**src/rtl/ysyx_25030093_bus_pkg.sv**
```systemverilog
// Shared encodings for the IFU/LSU memory arbiter.
//   ST_*      : arbiter state encoding (ST_ERR is only reachable when ARB_TIMEOUT_EN is defined)
//   OWN_*     : transaction owner encoding
//   ADDR_W / DATA_W : default bus widths
package ysyx_25030093_bus_pkg;

    localparam int ADDR_W = 32;
    localparam int DATA_W = 32;

    localparam logic [1:0] ST_IDLE = 2'd0;
    localparam logic [1:0] ST_REQ  = 2'd1;
    localparam logic [1:0] ST_RESP = 2'd2;
    localparam logic [1:0] ST_ERR  = 2'd3;

    localparam logic OWN_IFU = 1'b0;
    localparam logic OWN_LSU = 1'b1;

endpackage

```
**src/rtl/ysyx_25030093_rr_pick2.sv**
```systemverilog
// Combinational two-way round-robin picker.
//   req[0] : IFU request, req[1] : LSU request
//   last   : owner of the previous completed transaction (0 = IFU, 1 = LSU)
//   gnt    : one-hot grant, zero when nothing is requested
module ysyx_25030093_rr_pick2 (
    input  logic [1:0] req,
    input  logic       last,
    output logic [1:0] gnt
);

    // On a tie the master that did not go last wins.
    assign gnt[0] = req[0] & (~req[1] | last);
    assign gnt[1] = req[1] & (~req[0] | ~last);

endmodule

```
**src/rtl/ysyx_25030093_mem_arb.sv**
```systemverilog
// Two-master / one-slave memory arbiter between the IFU (read-only) and the
// LSU (read/write), one outstanding transaction at a time.
//
// Optional feature: define ARB_TIMEOUT_EN to add a response timeout. After
// TIMEOUT silent response cycles the owner receives an error response and the
// late slave response, when it arrives, is drained before any new grant.
//
// Ports:
//   clock, reset (async, active-low)
//   ifu_req_* / ifu_resp_*  : IFU request/response handshake
//   lsu_req_* / lsu_resp_*  : LSU request/response handshake
//   mem_req_* / mem_resp_*  : slave side towards the SRAM bridge
//
// state | meaning
// IDLE  | waiting for a request, grant combinational
// REQ   | latched request presented to the slave
// RESP  | waiting for the slave response, routed to owner
// ERR   | timeout error response to owner (ARB_TIMEOUT_EN only)
module ysyx_25030093_mem_arb #(
    parameter int ADDR_W  = ysyx_25030093_bus_pkg::ADDR_W,
    parameter int DATA_W  = ysyx_25030093_bus_pkg::DATA_W,
    parameter int TIMEOUT = 255
) (
    input  logic                clock,
    input  logic                reset,

    input  logic                ifu_req_valid,
    output logic                ifu_req_ready,
    input  logic [ADDR_W-1:0]   ifu_addr,
    output logic                ifu_resp_valid,
    input  logic                ifu_resp_ready,
    output logic [DATA_W-1:0]   ifu_rdata,
    output logic                ifu_resp_err,

    input  logic                lsu_req_valid,
    output logic                lsu_req_ready,
    input  logic [ADDR_W-1:0]   lsu_addr,
    input  logic                lsu_wen,
    input  logic [DATA_W-1:0]   lsu_wdata,
    input  logic [DATA_W/8-1:0] lsu_wstrb,
    output logic                lsu_resp_valid,
    input  logic                lsu_resp_ready,
    output logic [DATA_W-1:0]   lsu_rdata,
    output logic                lsu_resp_err,

    output logic                mem_req_valid,
    input  logic                mem_req_ready,
    output logic [ADDR_W-1:0]   mem_addr,
    output logic                mem_wen,
    output logic [DATA_W-1:0]   mem_wdata,
    output logic [DATA_W/8-1:0] mem_wstrb,
    input  logic                mem_resp_valid,
    output logic                mem_resp_ready,
    input  logic [DATA_W-1:0]   mem_rdata,
    input  logic                mem_resp_err
);

    import ysyx_25030093_bus_pkg::*;

    localparam int STRB_W = DATA_W / 8;

    logic [1:0]        state_q, state_d;
    logic              owner_q, owner_d;
    logic              last_q, last_d;
    logic [ADDR_W-1:0] addr_q, addr_d;
    logic              wen_q, wen_d;
    logic [DATA_W-1:0] wdata_q, wdata_d;
    logic [STRB_W-1:0] wstrb_q, wstrb_d;
    logic [1:0]        gnt;
    logic              grant_open;
    logic              owner_rready;

`ifdef ARB_TIMEOUT_EN
    localparam int CNT_W = ($clog2(TIMEOUT + 1) > 8) ? $clog2(TIMEOUT + 1) : 8;
    logic [CNT_W-1:0]  cnt_q, cnt_d;
    logic              drain_q, drain_d;
`endif

    ysyx_25030093_rr_pick2 u_pick (
        .req  ({lsu_req_valid, ifu_req_valid}),
        .last (last_q),
        .gnt  (gnt)
    );

    // Readies are gated with reset so every ready reads 0 while reset is held,
    // even if a master is already requesting.
`ifdef ARB_TIMEOUT_EN
    assign grant_open = (state_q == ST_IDLE) && reset && !drain_q;
`else
    assign grant_open = (state_q == ST_IDLE) && reset;
`endif
    assign ifu_req_ready = grant_open & gnt[0];
    assign lsu_req_ready = grant_open & gnt[1];

    assign owner_rready = (owner_q == OWN_LSU) ? lsu_resp_ready : ifu_resp_ready;

    always_comb begin
        state_d        = state_q;
        owner_d        = owner_q;
        last_d         = last_q;
        addr_d         = addr_q;
        wen_d          = wen_q;
        wdata_d        = wdata_q;
        wstrb_d        = wstrb_q;
`ifdef ARB_TIMEOUT_EN
        cnt_d          = cnt_q;
        drain_d        = drain_q;
`endif
        mem_req_valid  = 1'b0;
        mem_addr       = '0;
        mem_wen        = 1'b0;
        mem_wdata      = '0;
        mem_wstrb      = '0;
        mem_resp_ready = 1'b0;
        ifu_resp_valid = 1'b0;
        ifu_rdata      = '0;
        ifu_resp_err   = 1'b0;
        lsu_resp_valid = 1'b0;
        lsu_rdata      = '0;
        lsu_resp_err   = 1'b0;

        case (state_q)
            ST_IDLE: begin
`ifdef ARB_TIMEOUT_EN
                // Swallow the late response of a timed-out transaction.
                if (drain_q) begin
                    mem_resp_ready = 1'b1;
                    if (mem_resp_valid) drain_d = 1'b0;
                end
`endif
                if (ifu_req_valid && ifu_req_ready) begin
                    owner_d = OWN_IFU;
                    addr_d  = ifu_addr;
                    wen_d   = 1'b0;
                    wdata_d = '0;
                    wstrb_d = '0;
                    state_d = ST_REQ;
                end else if (lsu_req_valid && lsu_req_ready) begin
                    owner_d = OWN_LSU;
                    addr_d  = lsu_addr;
                    wen_d   = lsu_wen;
                    wdata_d = lsu_wdata;
                    wstrb_d = lsu_wstrb;
                    state_d = ST_REQ;
                end
            end
            ST_REQ: begin
                mem_req_valid = 1'b1;
                mem_addr      = addr_q;
                mem_wen       = wen_q;
                mem_wdata     = wdata_q;
                mem_wstrb     = wstrb_q;
                if (mem_req_ready) begin
                    state_d = ST_RESP;
`ifdef ARB_TIMEOUT_EN
                    cnt_d   = '0;
`endif
                end
            end
            ST_RESP: begin
                mem_resp_ready = owner_rready;
                if (owner_q == OWN_LSU) begin
                    lsu_resp_valid = mem_resp_valid;
                    lsu_rdata      = mem_rdata;
                    lsu_resp_err   = mem_resp_err;
                end else begin
                    ifu_resp_valid = mem_resp_valid;
                    ifu_rdata      = mem_rdata;
                    ifu_resp_err   = mem_resp_err;
                end
                if (mem_resp_valid && owner_rready) begin
                    last_d  = owner_q;
                    state_d = ST_IDLE;
                end
`ifdef ARB_TIMEOUT_EN
                else if (!mem_resp_valid) begin
                    // cnt_q counts completed silent cycles; the TIMEOUT-th one ends the wait.
                    if (cnt_q == CNT_W'(TIMEOUT - 1)) begin
                        state_d = ST_ERR;
                        drain_d = 1'b1;
                    end else begin
                        cnt_d = cnt_q + 1'b1;
                    end
                end
`endif
            end
            default: begin
`ifdef ARB_TIMEOUT_EN
                if (owner_q == OWN_LSU) begin
                    lsu_resp_valid = 1'b1;
                    lsu_resp_err   = 1'b1;
                end else begin
                    ifu_resp_valid = 1'b1;
                    ifu_resp_err   = 1'b1;
                end
                if (owner_rready) begin
                    last_d  = owner_q;
                    state_d = ST_IDLE;
                end
`else
                state_d = ST_IDLE;
`endif
            end
        endcase
    end

    always_ff @(posedge clock or negedge reset) begin
        if (!reset) begin
            state_q <= ST_IDLE;
            owner_q <= OWN_IFU;
            last_q  <= OWN_IFU;
            addr_q  <= '0;
            wen_q   <= 1'b0;
            wdata_q <= '0;
            wstrb_q <= '0;
`ifdef ARB_TIMEOUT_EN
            cnt_q   <= '0;
            drain_q <= 1'b0;
`endif
        end else begin
            state_q <= state_d;
            owner_q <= owner_d;
            last_q  <= last_d;
            addr_q  <= addr_d;
            wen_q   <= wen_d;
            wdata_q <= wdata_d;
            wstrb_q <= wstrb_d;
`ifdef ARB_TIMEOUT_EN
            cnt_q   <= cnt_d;
            drain_q <= drain_d;
`endif
        end
    end

endmodule

```
**config.mk**
```make
export PLATFORM = sky130hd
export DESIGN_NAME = ysyx_25030093_mem_arb
export DESIGN_NICKNAME = d
export VERILOG_FILES = /design/src/rtl/ysyx_25030093_bus_pkg.sv /design/src/rtl/ysyx_25030093_rr_pick2.sv /design/src/rtl/ysyx_25030093_mem_arb.sv
export SDC_FILE = /design/constraint.sdc
export NUM_CORES = 1
export LEC_CHECK = 0
export CAP_MARGIN = 15
export CELL_PAD_IN_SITES_DETAIL_PLACEMENT = 1
export CELL_PAD_IN_SITES_GLOBAL_PLACEMENT = 2
export CORE_UTILIZATION = 22
export CTS_BUF_LIST = sky130_fd_sc_hd__clkbuf_2 sky130_fd_sc_hd__clkbuf_4 sky130_fd_sc_hd__clkbuf_8
export CTS_CLUSTER_SIZE = 14
export DETAILED_ROUTE_END_ITERATION = 7
export GPL_TIMING_DRIVEN = 1
export PLACE_DENSITY_LB_ADDON = 0.1
export SLEW_MARGIN = 10
export SYNTH_ARGS = -nofsm -noshare
export SYNTH_HDL_FRONTEND = slang
export SYNTH_SLANG_ARGS = --single-unit
```
**constraint.sdc**
```tcl
create_clock -name clock -period 2.2 [get_ports clock]
set_input_delay 0.44 -clock clock [delete_from_list [all_inputs] [get_ports clock]]
set_output_delay 0.44 -clock clock [all_outputs]
set_load 0.005 [all_outputs]
```
=== After elaboration in Yosys (flattened, before gate mapping) ===
Cells that the tools add are included.

* Input bits: 142
* Flip-flop bits (word level): 73
* Logic and storage cells: 64

* Bitwise gates (word level): 9
* Reductions and logical operators: 9
* Multiplexer cells: 34
* Eq/ne operators: 5

{| class="wikitable"
|+ Operator list
! kind !! number
|-
| 32-bit two-way mux || 10
|-
| 1-bit two-way mux || 16
|-
| 4-bit two-way mux || 3
|-
| 2-bit two-way mux || 4
|-
| 2-bit case mux with 3 select lines || 1
|-
| 1-bit AND || 4
|-
| 1-bit logical AND || 4
|-
| 2-bit inequality test, second input constant || 2
|-
| 2-bit AND reduction || 2
|-
| 3-bit by 1-bit inequality test with 1-bit output, second input constant || 1
|-
| 1-bit NOT || 3
|-
| 3-bit AND reduction || 1
|-
| 2-bit by 1-bit equality test with 1-bit output, second input constant || 1
|-
| 2-bit equality test, second input constant || 1
|-
| 2-bit logical NOT || 1
|-
| 1-bit OR || 2
|-
| 2-bit nonzero test || 1
|}

=== Logic depth before layout (Yosys ltp) ===
* Word-level depth: 8
* Gate-level depth with buffers: 6

=== Modules after synthesis ===
A second synthesis with hierarchy kept.

* Cells, all modules: 503
* Area, all modules: 4401.7 um2

{| class="wikitable"
|+ By module, submodules not included
! module !! cells each !! area an instance (um2) !! times used !! sequential area each (um2)
|-
| ysyx_25030093_mem_arb || 500 || 4383.0 || 1 || 1826.8
|-
| ysyx_25030093_rr_pick2 || 3 || 18.8 || 1 || 0.0
|}

=== Worst setup path before layout ===
Ideal clock, no wire load.

* Path type: register to output
* Start point: register state_q[0]
* End point: output mem_addr[22]
* Required time: 1760 ps
* Path slack: 606 ps
* Stages on the path, launching flop included: 5
* Arrival time: 1154 ps
* Path through: dfrtp_1 -> nor2b_1 -> clkbuf_1 -> clkbuf_1 -> and2_1

* Longest elaborated chain between the ends: 2

{| class="wikitable"
|+ Ends and longest elaborated chain
! element !! RTL line !! source
|-
| start, declared || ysyx_25030093_mem_arb.sv:62 || <nowiki>logic [1:0] state_q, state_d;</nowiki>
|-
| start signal, assigned || ysyx_25030093_mem_arb.sv:221 || <nowiki>state_q <= state_d;</nowiki>
|-
| 2-bit by 1-bit equality test with 1-bit output || ysyx_25030093_mem_arb.sv:122 || <nowiki>case (state_q)</nowiki>
|-
| 32-bit two-way mux || ysyx_25030093_mem_arb.sv:122 ||
|-
| end, declared || ysyx_25030093_mem_arb.sv:48 || <nowiki>output logic [ADDR_W-1:0] mem_addr,</nowiki>
|}

Every way passes these cells.

=== Worst setup path in the final report ===
* Start point: register state_q[1]
* End point: output mem_wdata[8]

* Longest elaborated chain between the ends: 2

{| class="wikitable"
|+ Ends and longest elaborated chain
! element !! RTL line !! source
|-
| 2-bit by 1-bit equality test with 1-bit output || ysyx_25030093_mem_arb.sv:122 ||
|-
| 32-bit two-way mux || ysyx_25030093_mem_arb.sv:122 ||
|-
| end, declared || ysyx_25030093_mem_arb.sv:50 || <nowiki>output logic [DATA_W-1:0] mem_wdata,</nowiki>
|}

Every way passes these cells.

==> run metrics <==
Post-Syn Nets=631; final wirelength=about 20,000 um; H-tree lvl count=3; CP max-delay cell=clkdlybuf4s50_1; first-pass GRT wire length=29,300 um; Final Setup Violations=20; Reg2Reg Depth=5; area grow syn2layout=76.8%; CTS buffer count=9; Post-route DRC=0; clk sink count=73; Syn Area/Cell=9.03 um2; fillcell total=between 2k and 2.5k; Netlist Area Pre-Place=about 4400 um2; post-synth cell types=24; All-Layer GR Usage=a little under a fifth; num rows=about 50; clock slew at reported path FFs=around 80 ps; top cell type's share of synthesized area=41.4%; hold-fix buffers at CTS=0; CTS tree=built; Initial Util=~23%; Antenna Nets Post-Route=0; reg-to-reg endpoint=addr_q[10]; Area contributors post-synth=dfrtp_1 41%, and2_1 9.9%, and3_1 9.9%, a22o_1 7.5%, o22a_1 6.3%; final hold viol count=0; async set-reset flop share out of synthesis=100%; Max-Cap Viols=0; largest net degree at the start of global routing=74; sequential standard cell area=around 1800 um2; RR Startpoint=state_q[1]; CTS max path bufs=2; flop and latch count out of synthesis=73; Synth area leader=dfrtp_1; skew final=around 14 ps; fin nets=897; CP cell instances=nor2b_4 > buf_4 > buf_16 > and2_1 > clkdlybuf4s50_1; Final WS setup=-149 ps; vias in the first global route=about 5k; pre-CTS WS=-42.1 ps; fmax=around 0.43 GHz; Rel. slew slack=34.0%; number of synthesized flops with an enable pin=0; status=finished, violations left; most common library cells after synthesis=73 x dfrtp_1, 70 x and2_1, 70 x and3_1, 38 x a22o_1; remaining global-route overflow=0; failing checks=negative setup slack; initial antenna violation count=1; crit path DAT=roughly 1900 ps; CP required=approximately 1800 ps; DRT iter0 DRCs=between 200 and 250; VDD IR max=around 0.34 mV; Post-DP HPWL=approximately 13,000 um; die width=roughly 140 um; Synth warnings=0; leakage power=4.31 nW; Tmin final=2350 ps; Post-synth top flop=dfrtp_1; routed len/inst=between 15 and 20 um; core footprint=a little under 20,000 um2; FF-to-FF setup slack=90 ps; Pins Over Slew Limit=0; multi-input logic area=between 2000 and 2500 um2; cell count after synthesis=489; Final Power=between 0.007 and 0.008 W; dominant cell by count in the synthesized netlist=dfrtp_1; register area share after synthesis=about 41%; Die Y=144 um; final worst-path cycle share=107%; Port Buf Inserts=roughly 280; Root Driver=clkbuf_8; final weighted congestion in routability-driven placement=~0.85; layout cells sized above 1=13.6%; Crit path largest cell delay=approximately 500 ps; crit path capture type=output port; I/O Pins=283; DR vias=4,833; die area=between 20,000 and 25,000 um2; clock latency on the worst-skew pair=~370 ps; crit path max fanout=14; critical path type=flop to output port; worst slew pin tran=approximately 990 ps; CP Launch Type=flop; Cell Pwr Density=between 900 and 1000 nW/um2; TritonRoute pass-1 iters=4; Worst Hold Class=input port to async pin; unrepaired setup endpoints after global routing=yes; DR vias/cell=4.71
-- worst max-delay path by stage --
stage,startpoint,end,slack (ps),cells past startpoint
final,state_q[1],mem_wdata[8],-150,5
after global routing,state_q[0],mem_addr[26],-240,5
after CTS,state_q[1],lsu_rdata[23],-210,5
after detailed placement,reset,addr_q[19],-40,5
after global placement,reset,addr_q[27],30,5
after floorplan,state_q[0],mem_addr[22],610,4
-- through the flow --
step	instances	TNS (ps)	hold WS [ps]	area [um2]	utilization (%)
3_3_place_gp	991	0	474	7460	38.1
2_1_floorplan	489	0	144	4420	-
3_5_place_dp	991	-744	476	7460	38.1
4_1_cts	1018	-11120	378	7740	39.5
6_report	1026	-2080	355	7810	39.9
5_1_grt	1025	-4020	416	7810	39.8
-- layout by cell type, fill, tap and decap left out, types with 4 or more instances in the layout --
master | Yosys | layout
clkdlybuf4s50_1 | 0 | 156
dfrtp_1 | 73 | 71
and3_1 | 70 | 66
dlygate4sd2_1 | 0 | 62
and2_1 | 70 | 60
a22o_1 | 38 | 38
nand2_1 | 36 | 36
inv_1 | 33 | 33
a31oi_1 | 32 | 32
o211ai_1 | 32 | 32
o22a_1 | 32 | 32
dlymetal6s2s_1 | 0 | 31
clkbuf_2 | 1 | 29
buf_4 | 5 | 17
and2_4 | 1 | 11
clkbuf_8 | 0 | 9
buf_6 | 5 | 6
and3_4 | 0 | 4
buf_16 | 0 | 4
buf_12 | 0 | 4
-- sequential cells by signal (all words and copies together) (netlist names) --
signal,flops
state_q,2
wstrb_q,4
owner_q,1
addr_q,32
wdata_q,32
last_q,1
wen_q,1
-- power by group --
group	total (W)	internal, W	leakage [nW]	switching (W)
sequential	0.00235	0.00200	0.873	0.000352
combinational	0.00443	0.00246	3.35	0.00197
clock	0.000982	0.000424	0.0861	0.000558
total	0.00777	0.00488	4.31	0.00288
-- metal layers --
metal	up-vias	share of wire [%]	track usage (%)
met4	0	1.4	5.38
met1	2400	44	23.2
met2	148	49	32.1
met3	16	5.1	4.40
li1	2269	-	-
met5	-	0	0
-- cell type report --
cell class | instances | area share, %
Timing Repair Buffer | 315 | 39.9
Multi-Input combinational cell | 323 | 28.6
Sequential cell | 73 | 23.4
Tap cell | 265 | 4.25
Clock buffer | 10 | 1.68
Inverter | 33 | 1.59
Clock inverter | 6 | 0.545
Antenna cell | 1 | 0.0320
-- worst max-delay path, delay by kind of cell (launching register included) --
kind	cells	cell delay, ps
buffers and inverters	3	790
DFF	1	440
and+or+nand+nor	2	320
-- cells by family (layout without fill, tap and decap cells) --
group                  Yosys count  in the layout  share of synthesized area [%]
and+or+nand+nor                185            186                           24.5
AOI/OAI and AO/OA              135            135                           24.0
buffers and inverters           94            364                           9.63
DFF                             73             73                           41.4
muxes                            2              2                          0.510
other                            0              1                              0
-- timing repair --
action	in CTS	in global routing
setup endpoints to repair	141	87
buffers inserted	7	6
gates cloned	4	3
pin swaps	1	1
resized for setup	95	105
Note: power is estimated with default switching activity, not from simulation.
